`src/rtl/regfile_pkg.sv`:
```
// Shared definitions for the multi-port register file: controller state
// encoding and default geometry.
package regfile_pkg;

    localparam int unsigned DEF_BANK_WIDTH     = 5;
    localparam int unsigned DEF_REGISTER_WIDTH = 32;

    typedef enum logic {
        CLEAR = 1'b0,
        RUN   = 1'b1
    } state_t;

endpackage

```
`src/rtl/regfile_clear_ctrl.sv`:
```
// Bank initialisation controller: sweeps every index writing zero, then
// holds RUN until a clear request restarts the sweep.
module regfile_clear_ctrl
    import regfile_pkg::*;
#(
    parameter int unsigned BANK_WIDTH = DEF_BANK_WIDTH
) (
    input  logic                  i_clk,
    input  logic                  i_rst_n,
    input  logic                  i_clr_req,
    output logic                  o_clr_we,
    output logic [BANK_WIDTH-1:0] o_clr_idx,
    output logic                  o_ready
);

    state_t                r_state;
    state_t                w_state_next;
    logic [BANK_WIDTH-1:0] r_idx;
    logic [BANK_WIDTH-1:0] w_idx_next;

    always_ff @(posedge i_clk or negedge i_rst_n) begin
        if (!i_rst_n) begin
            r_state <= CLEAR;
            r_idx   <= '0;
        end else begin
            r_state <= w_state_next;
            r_idx   <= w_idx_next;
        end
    end

    // The index wraps to zero on the last clear write, so RUN always starts
    // with a fresh counter for the next sweep.
    always_comb begin
        w_state_next = r_state;
        w_idx_next   = r_idx;
        case (r_state)
            CLEAR: begin
                w_idx_next = r_idx + 1'b1;
                if (r_idx == '1) begin
                    w_state_next = RUN;
                end
            end
            RUN: begin
                if (i_clr_req) begin
                    w_state_next = CLEAR;
                    w_idx_next   = '0;
                end
            end
            default: begin
                w_state_next = CLEAR;
                w_idx_next   = '0;
            end
        endcase
    end

    always_comb begin
        o_clr_we  = (r_state == CLEAR);
        o_ready   = (r_state == RUN);
        o_clr_idx = r_idx;
    end

endmodule

```
`src/rtl/register_file_mp.sv`:
```
// Two-read / one-write register file with optional hardwired zero register,
// write-to-read forwarding, registered read data and a self-clearing bank.
module register_file_mp
    import regfile_pkg::*;
#(
    parameter int unsigned BANK_WIDTH      = DEF_BANK_WIDTH,
    parameter int unsigned REGISTER_WIDTH  = DEF_REGISTER_WIDTH,
    parameter int unsigned ZERO_REG        = 1,
    parameter int unsigned BYPASS          = 1,
    parameter int unsigned REGISTERED_READ = 0
) (
    input  logic                      clk,
    input  logic                      rst,
    input  logic [BANK_WIDTH-1:0]     rs1_sel,
    input  logic [BANK_WIDTH-1:0]     rs2_sel,
    output logic [REGISTER_WIDTH-1:0] rs1_data,
    output logic [REGISTER_WIDTH-1:0] rs2_data,
    input  logic [BANK_WIDTH-1:0]     rd_sel,
    input  logic [REGISTER_WIDTH-1:0] rd_data,
    input  logic                      reg_w,
    input  logic                      clr_req,
    output logic                      ready
);

    localparam int unsigned SIZE = 2 ** BANK_WIDTH;

    logic [REGISTER_WIDTH-1:0] r_mem [SIZE];

    logic                      w_clr_we;
    logic [BANK_WIDTH-1:0]     w_clr_idx;
    logic                      w_ready;
    logic                      w_we;
    logic [REGISTER_WIDTH-1:0] w_rs1_val;
    logic [REGISTER_WIDTH-1:0] w_rs2_val;

    regfile_clear_ctrl #(
        .BANK_WIDTH (BANK_WIDTH)
    ) u_clear_ctrl (
        .i_clk     (clk),
        .i_rst_n   (rst),
        .i_clr_req (clr_req),
        .o_clr_we  (w_clr_we),
        .o_clr_idx (w_clr_idx),
        .o_ready   (w_ready)
    );

    // A write only lands in RUN, without a competing clear, and never to a
    // hardwired zero register.
    always_comb begin
        w_we = w_ready && reg_w && !clr_req &&
               !((ZERO_REG != 0) && (rd_sel == '0));
    end

    always_ff @(posedge clk) begin
        if (w_clr_we) begin
            r_mem[w_clr_idx] <= '0;
        end else if (w_we) begin
            r_mem[rd_sel] <= rd_data;
        end
    end

    function automatic logic [REGISTER_WIDTH-1:0] f_read(
        input logic [BANK_WIDTH-1:0]     sel,
        input logic                      we,
        input logic [BANK_WIDTH-1:0]     wsel,
        input logic [REGISTER_WIDTH-1:0] wdata,
        input logic [REGISTER_WIDTH-1:0] mem_val
    );
        if ((ZERO_REG != 0) && (sel == '0)) begin
            return '0;
        end else if ((BYPASS != 0) && we && (wsel == sel)) begin
            return wdata;
        end
        return mem_val;
    endfunction

    always_comb begin
        w_rs1_val = f_read(rs1_sel, w_we, rd_sel, rd_data, r_mem[rs1_sel]);
        w_rs2_val = f_read(rs2_sel, w_we, rd_sel, rd_data, r_mem[rs2_sel]);
    end

    generate
        if (REGISTERED_READ != 0) begin : g_reg_read
            logic [REGISTER_WIDTH-1:0] r_rs1;
            logic [REGISTER_WIDTH-1:0] r_rs2;

            always_ff @(posedge clk or negedge rst) begin
                if (!rst) begin
                    r_rs1 <= '0;
                    r_rs2 <= '0;
                end else begin
                    r_rs1 <= w_ready ? w_rs1_val : '0;
                    r_rs2 <= w_ready ? w_rs2_val : '0;
                end
            end

            // Gating keeps outputs zero during the first cycle of a runtime clear.
            always_comb begin
                rs1_data = w_ready ? r_rs1 : '0;
                rs2_data = w_ready ? r_rs2 : '0;
            end
        end else begin : g_comb_read
            always_comb begin
                rs1_data = w_ready ? w_rs1_val : '0;
                rs2_data = w_ready ? w_rs2_val : '0;
            end
        end
    endgenerate

    always_comb begin
        ready = w_ready;
    end

endmodule

```
`config.mk`:
```
export PLATFORM = sky130hd
export DESIGN_NAME = register_file_mp
export DESIGN_NICKNAME = d
export VERILOG_FILES = /design/src/rtl/regfile_pkg.sv /design/src/rtl/regfile_clear_ctrl.sv /design/src/rtl/register_file_mp.sv
export SDC_FILE = /design/constraint.sdc
export NUM_CORES = 1
export LEC_CHECK = 0
export BUFFER_PORTS_ARGS = -buffer_cell sky130_fd_sc_hd__buf_2
export CAP_MARGIN = 5
export CORE_MARGIN = 1
export CORE_UTILIZATION = 50
export CTS_BUF_LIST = sky130_fd_sc_hd__clkbuf_8
export CTS_CLUSTER_DIAMETER = 150
export DETAILED_ROUTE_END_ITERATION = 16
export PLACE_DENSITY_LB_ADDON = 0.3
export SKIP_LAST_GASP = 1
export SYNTH_ARGS = -nofsm -noshare
export SYNTH_HDL_FRONTEND = slang
export SYNTH_SLANG_ARGS = --single-unit
```
`constraint.sdc`:
```
create_clock -name clk -period 4.8 [get_ports clk]
set_clock_uncertainty 0.15 [all_clocks]
set_input_delay 0.24 -clock clk [delete_from_list [all_inputs] [get_ports clk]]
set_output_delay 0.24 -clock clk [all_outputs]
set_load 0.02 [all_outputs]
```
# Yosys cells after proc, flatten, opt, wreduce, memory -nomap -nowiden
# Memory sizes are Yosys's and may differ from the RTL's.
# Cells that the tools add are included.
# totals
mem_bits_rw	1024
memories	1
output_inout_bits	65
wordCells	44
in_bits	51
reg_bits	6
# classes
n_reduce_logical	11
n_bitwise	1
mux	24
n_eq_ne	4
addsub	1
# mem_list
name	words	word_bits	read_ports	rd_clocked_by_memory_dff	wr	line	rtl
r_mem	32	32	2	0	1	register_file_mp.sv:27	logic [REGISTER_WIDTH-1:0] r_mem [SIZE];
# op_table
operator	count
2-to-1 mux 32 bit	9
OR reduction 32 bit	1
zero test 5 bit	3
2-to-1 mux 1 bit	11
equality test 5 bit	2
2-to-1 mux 5 bit	2
one-hot mux 5 bit (2 select lines)	1
adder 5 x 1 -> 5 bit, second input constant	1
equality test 5 bit, second input constant	1
logical AND 1 bit	5
zero test 1 bit	2
!= test 2 bit, second input constant	1
one-hot mux 1 bit (2 select lines)	1
NOT 1 bit	1

# Logic depth before layout (Yosys ltp)
# depth
ltp_word	8
depth_mapped	9
depth_no_buf	5

# By module
# Synthesis repeated with hierarchy kept, for this count alone.
# unflattened
cells_unflattened	2687
area_unflattened_um2	49155.9
# modules_own_cells
module	n_inst	cells_per_inst	area_each_um2	seq_area_each_um2
register_file_mp	1	2664	48875.6	30749.5
regfile_clear_ctrl	1	23	280.3	150.1

# Worst setup path before layout
# No wires, ideal clock.
# synth_path
path_type	input to register
start	input rd_sel[0]
end	memory r_mem[25][0] in the netlist's numbering, enable pin
t_arrival_ns	4.692
setup_slack_ns	-0.544
path_buffers	3
path_stages	7
required_time_ns	4.148
setup_ns	0.502
path_cell_list	buf_2 > or4_1 > clkbuf_2 > o21ai_2 > buf_2 > a21oi_1 > nor4_1
# synth_between
elab_chain_cells	8
elab_cells_between_ends	9
classes_between	mux (5); reduce/logical (4)
# synth_lines
element	line	rtl
from (decl)	register_file_mp.sv:18	input logic [BANK_WIDTH-1:0] rd_sel,
zero test 5 bit	register_file_mp.sv:51	!((ZERO_REG != 0) && (rd_sel == '0));
zero test 1 bit	register_file_mp.sv:51	
logical AND 1 bit	register_file_mp.sv:50	w_we = w_ready && reg_w && !clr_req &&
2-to-1 mux 1 bit	register_file_mp.sv:57	end else if (w_we) begin
2-to-1 mux 1 bit	register_file_mp.sv:55	if (w_clr_we) begin
2-to-1 mux 1 bit (not written as such)	register_file_mp.sv:58	r_mem[rd_sel] <= rd_data;
OR reduction 32 bit (no line)	--	
2-to-1 mux 5 bit (no line) / 2-to-1 mux 1 bit (equally long branches)	--	
to (decl)	register_file_mp.sv:27	
# Several ways; a longest one is shown, not always the timed one.

# Worst setup path after layout
# layout_path
start	register u_clear_ctrl.r_state, in the netlist u_clear_ctrl.o_ready
end	output rs2_data[17]
# layout_between
elab_chain_cells	8
# layout_lines
element	line	rtl
from (decl)	regfile_clear_ctrl.sv:16	state_t r_state;
from (signal assigned)	regfile_clear_ctrl.sv:26	r_state <= w_state_next;
logical AND 1 bit (3 in series)	register_file_mp.sv:50	
logical AND 1 bit	register_file_mp.sv:71	end else if ((BYPASS != 0) && we && (wsel == sel)) begin
2-to-1 mux 1 bit	register_file_mp.sv:71	
2-to-1 mux 1 bit	register_file_mp.sv:69	if ((ZERO_REG != 0) && (sel == '0)) begin
2-to-1 mux 32 bit	register_file_mp.sv:74	return mem_val;
2-to-1 mux 32 bit *	register_file_mp.sv:105	rs2_data = w_ready ? w_rs2_val : '0;
to (decl)	register_file_mp.sv:17	output logic [REGISTER_WIDTH-1:0] rs2_data,
# Every way passes the cells marked *; elsewhere a longest branch is shown, timed or not.

==> metrics.md <==
| Metric | Value |
|---|---|
| Clock latency on the worst-skew pair | 0.84 ns |
| Worst hold-check path type | input pin to flip-flop |
| Port bufs | 115 |
| Critical path type | flip-flop to output port |
| TritonRoute pass-1 iters | 8 |
| Slew @ Worst Pin | 1.27 ns |
| Final hold violations | 0 |
| Nets@finish | 3161 |
| CP Data Arrival Time | 4.07 ns |
| Netlist Area Pre-Place | 49600 µm² |
| DP Wirelength | 97000 µm |
| Mapped Cells | 2935 |
| CP Max Fanout | 27 |
| Power Total | 22.4 mW |
| Ys async rst share | 0.00583 |
| Top-area cell type share of the netlist area | 0.620 |
| Synthesized Nets | 2988 |
| Largest net degree at the start of global routing | 111 |
| Top_reg_cell synth | edfxtp_1 |
| Top cells by area, synth | edfxtp_1 62%, mux4_2 15%, mux2i_1 6.8% |
| Final wirelength | 161000 µm |
| Vias per Instance | 7.18 |
| Setup TNS | 0 ns |
| FMAX | 224 MHz |
| Core Rows | 115 |
| Worst Setup End Kind | output port |
| Number of global-route vias before repair | 32563 |
| VDD IR max | 0.271 mV |
| Synth cell types | 63 |
| DRC violations left | 0 |
| Final min period | 4.46 ns |
| Clock sink count | 1030 |
| Register area share after synthesis | 0.623 |
| Fill cells | 7540 |
| Mean routed wirelength per cell | 35.6 µm |
| EDFF count, synth | 1024 |
| Required @ worst endpoint | 4.41 ns |
| Post-Syn Area per Cell | 16.9 µm² |
| Setup violators final | 0 |
| CTS clock-pin slew for the worst setup and hold paths | 0.06 ns |
| Power per cell area | 406 nW/µm² |
| Layout cells sized above 1 | 0.289 |
| Initial core utilization | 0.505 |
| Die Wd | 317 µm |
| Inserted Clock Buffers | 168 |
| Clock buffer depth | 3 |
| Via count | 32524 |
| Unrepaired setup endpoints after global routing | no |
| Leakage dissipation | 18.6 nW |
| Slew Limit Fails | 0 |
| Final GP Congestion | 0.920 |
| Yosys reg bits | 1030 |
| CTS tree | yes |
| Max_cap viols | 0 |
| Clock root buffer | clkbuf_8 |
| Most frequent cells in the layout | 1024 x edfxtp_1, 338 x mux2i_1, 320 x mux4_2 |
| Die height | 317 µm |
| Die area | 100000 µm² |
| Final ANT Viol Nets | 0 |
| IO Count | 116 |
| Grt ovf | 0 |
| Post-synth top area cell | edfxtp_1 |
| Area of the core | 98300 µm² |
| Synth warn | 0 |
| Status | finished clean |
| Relative slew slack | 0.154 |
| Initial antenna violation count | 5 |
| Setup crit start kind | flip-flop |
| Final Hold Slack | 0.137 ns |
| Place WS | 0.982 ns |
| CTS H-tree depth | 4 |
| GRT Util Overall | 0.322 |
| Final worst setup slack | 0.342 ns |
| Final core occ | 0.563 |
| Starting DRC count in detailed routing | 4933 |
| Final worst-path cycle share | 0.929 |
| Most common cell after layout, fill and taps aside | edfxtp_1 |
| First-pass GRT wire length | 228000 µm |
| Area growth, synth to finish | 11.5% |
[power breakdown]
group	switching [mW]	internal [mW]	leakage, nW	total [mW]
logic	2.76	1.41	7.43	4.17
registers	0.410	10.9	9.38	11.3
clock network	3.56	3.40	1.74	6.96
[registers in the layout, summed over array words and instances (netlist names)]
register	cells
r_mem	1024
u_clear_ctrl.o_clr_idx	5
u_clear_ctrl.o_ready	1
[path summary, 6_finish.rpt]
path | slack (ns) | endpoint | from | cells past startpoint
worst max-delay path | 0.34 | rs2_data[17] | u_clear_ctrl.o_ready | 7
worst min-delay path | 0.14 | r_mem[15][6] | rd_sel[2] | 4
worst max register to register | 1.04 | r_mem[8][29] | u_clear_ctrl.o_ready | 7
worst min register to register | 0.49 | u_clear_ctrl.o_clr_idx[0] | u_clear_ctrl.o_clr_idx[0] | 1
max in group asynchronous | 4.08 | u_clear_ctrl.o_clr_idx[2] | rst | 3
min in group asynchronous | 0.20 | u_clear_ctrl.o_clr_idx[3] | rst | 3
[final cells by class]
cell class | instances | area (µm²) | area share
antenna | 2 | 5.00 | 0.0000905
clock buffer | 171 | 2350 | 0.0425
clock inverter | 129 | 594 | 0.0107
inverter | 19 | 71.3 | 0.00129
multi-input combinational | 1633 | 17900 | 0.323
sequential | 1030 | 30900 | 0.559
tap | 1287 | 1610 | 0.0291
timing repair buffer | 256 | 1920 | 0.0347
[worst max-delay path, cell delays in order, from the launching register on]
cell and delay (ns):
dfrtp_1 0.55, and3b_1 0.56, o21a_2 0.58, a31o_4 0.46, buf_12 0.23, a211oi_1 0.08, a21oi_1 0.45, buf_2 0.27
[per-layer routing]
| layer | vias to the layer above | share of wire | routed length, µm | GRT usage |
|---|---|---|---|---|
| met3 | 471 | 0.14 | 22000 | 0.102 |
| met1 | 16871 | 0.37 | 59800 | 0.435 |
| met2 | 2475 | 0.44 | 71700 | 0.479 |
| met5 | - | 0.00018 | 29 | 0 |
| li1 | 12703 | - | - | - |
| met4 | 4 | 0.049 | 7850 | 0.148 |
[cell families (layout without fill, tap and decap cells)]
logic type	count (synthesis)	count (layout)	synth area share
AND/OR/NAND/NOR	318	318	0.0332
buffers and inverters	272	575	0.0240
AO/OA/AOI/OAI	530	530	0.0780
other	0	2	0
flip-flops	1030	1030	0.623
multiplexers	771	771	0.239
adder cells (fa/ha/maj)	2	2	0.000504
XOR/XNOR	12	12	0.00212
[repair_timing]
item / in CTS / in global routing
setup endpoints to repair: 0 / 2
setup buffers: 0 / 0
hold buffers: 4 / 0
endpoints found under the hold margin: 12 / 0
resized for setup: 0 / 1
[per-stage QoR]
step	instance area [µm²]	std cells
floorplan	49600	2935
global placement	52300	4221
detailed placement	52300	4221
CTS	55300	4525
global route	55300	4526
finish	55300	4527
[synth_stat cells (all sizes together) (5+ instances only)]
master   count
dfrtp        6
a22o        58
xor2         7
and2        36
a221oi      57
o22ai       42
a22oi       45
a211oi      60
a31oi       40
a2111oi     12
nor2b       57
clkbuf     119
o311ai      14
nand3       21
nand2       50
o21ai       47
a211o       14
mux2       113
a21oi       56
nor4        17
buf        134
nand2b      17
inv         19
mux2i      338
mux4       320
nor2        68
o31ai       59
o221ai      13
edfxtp    1024
xnor2        5
nor3        35
(Power assumes the default switching activity.)
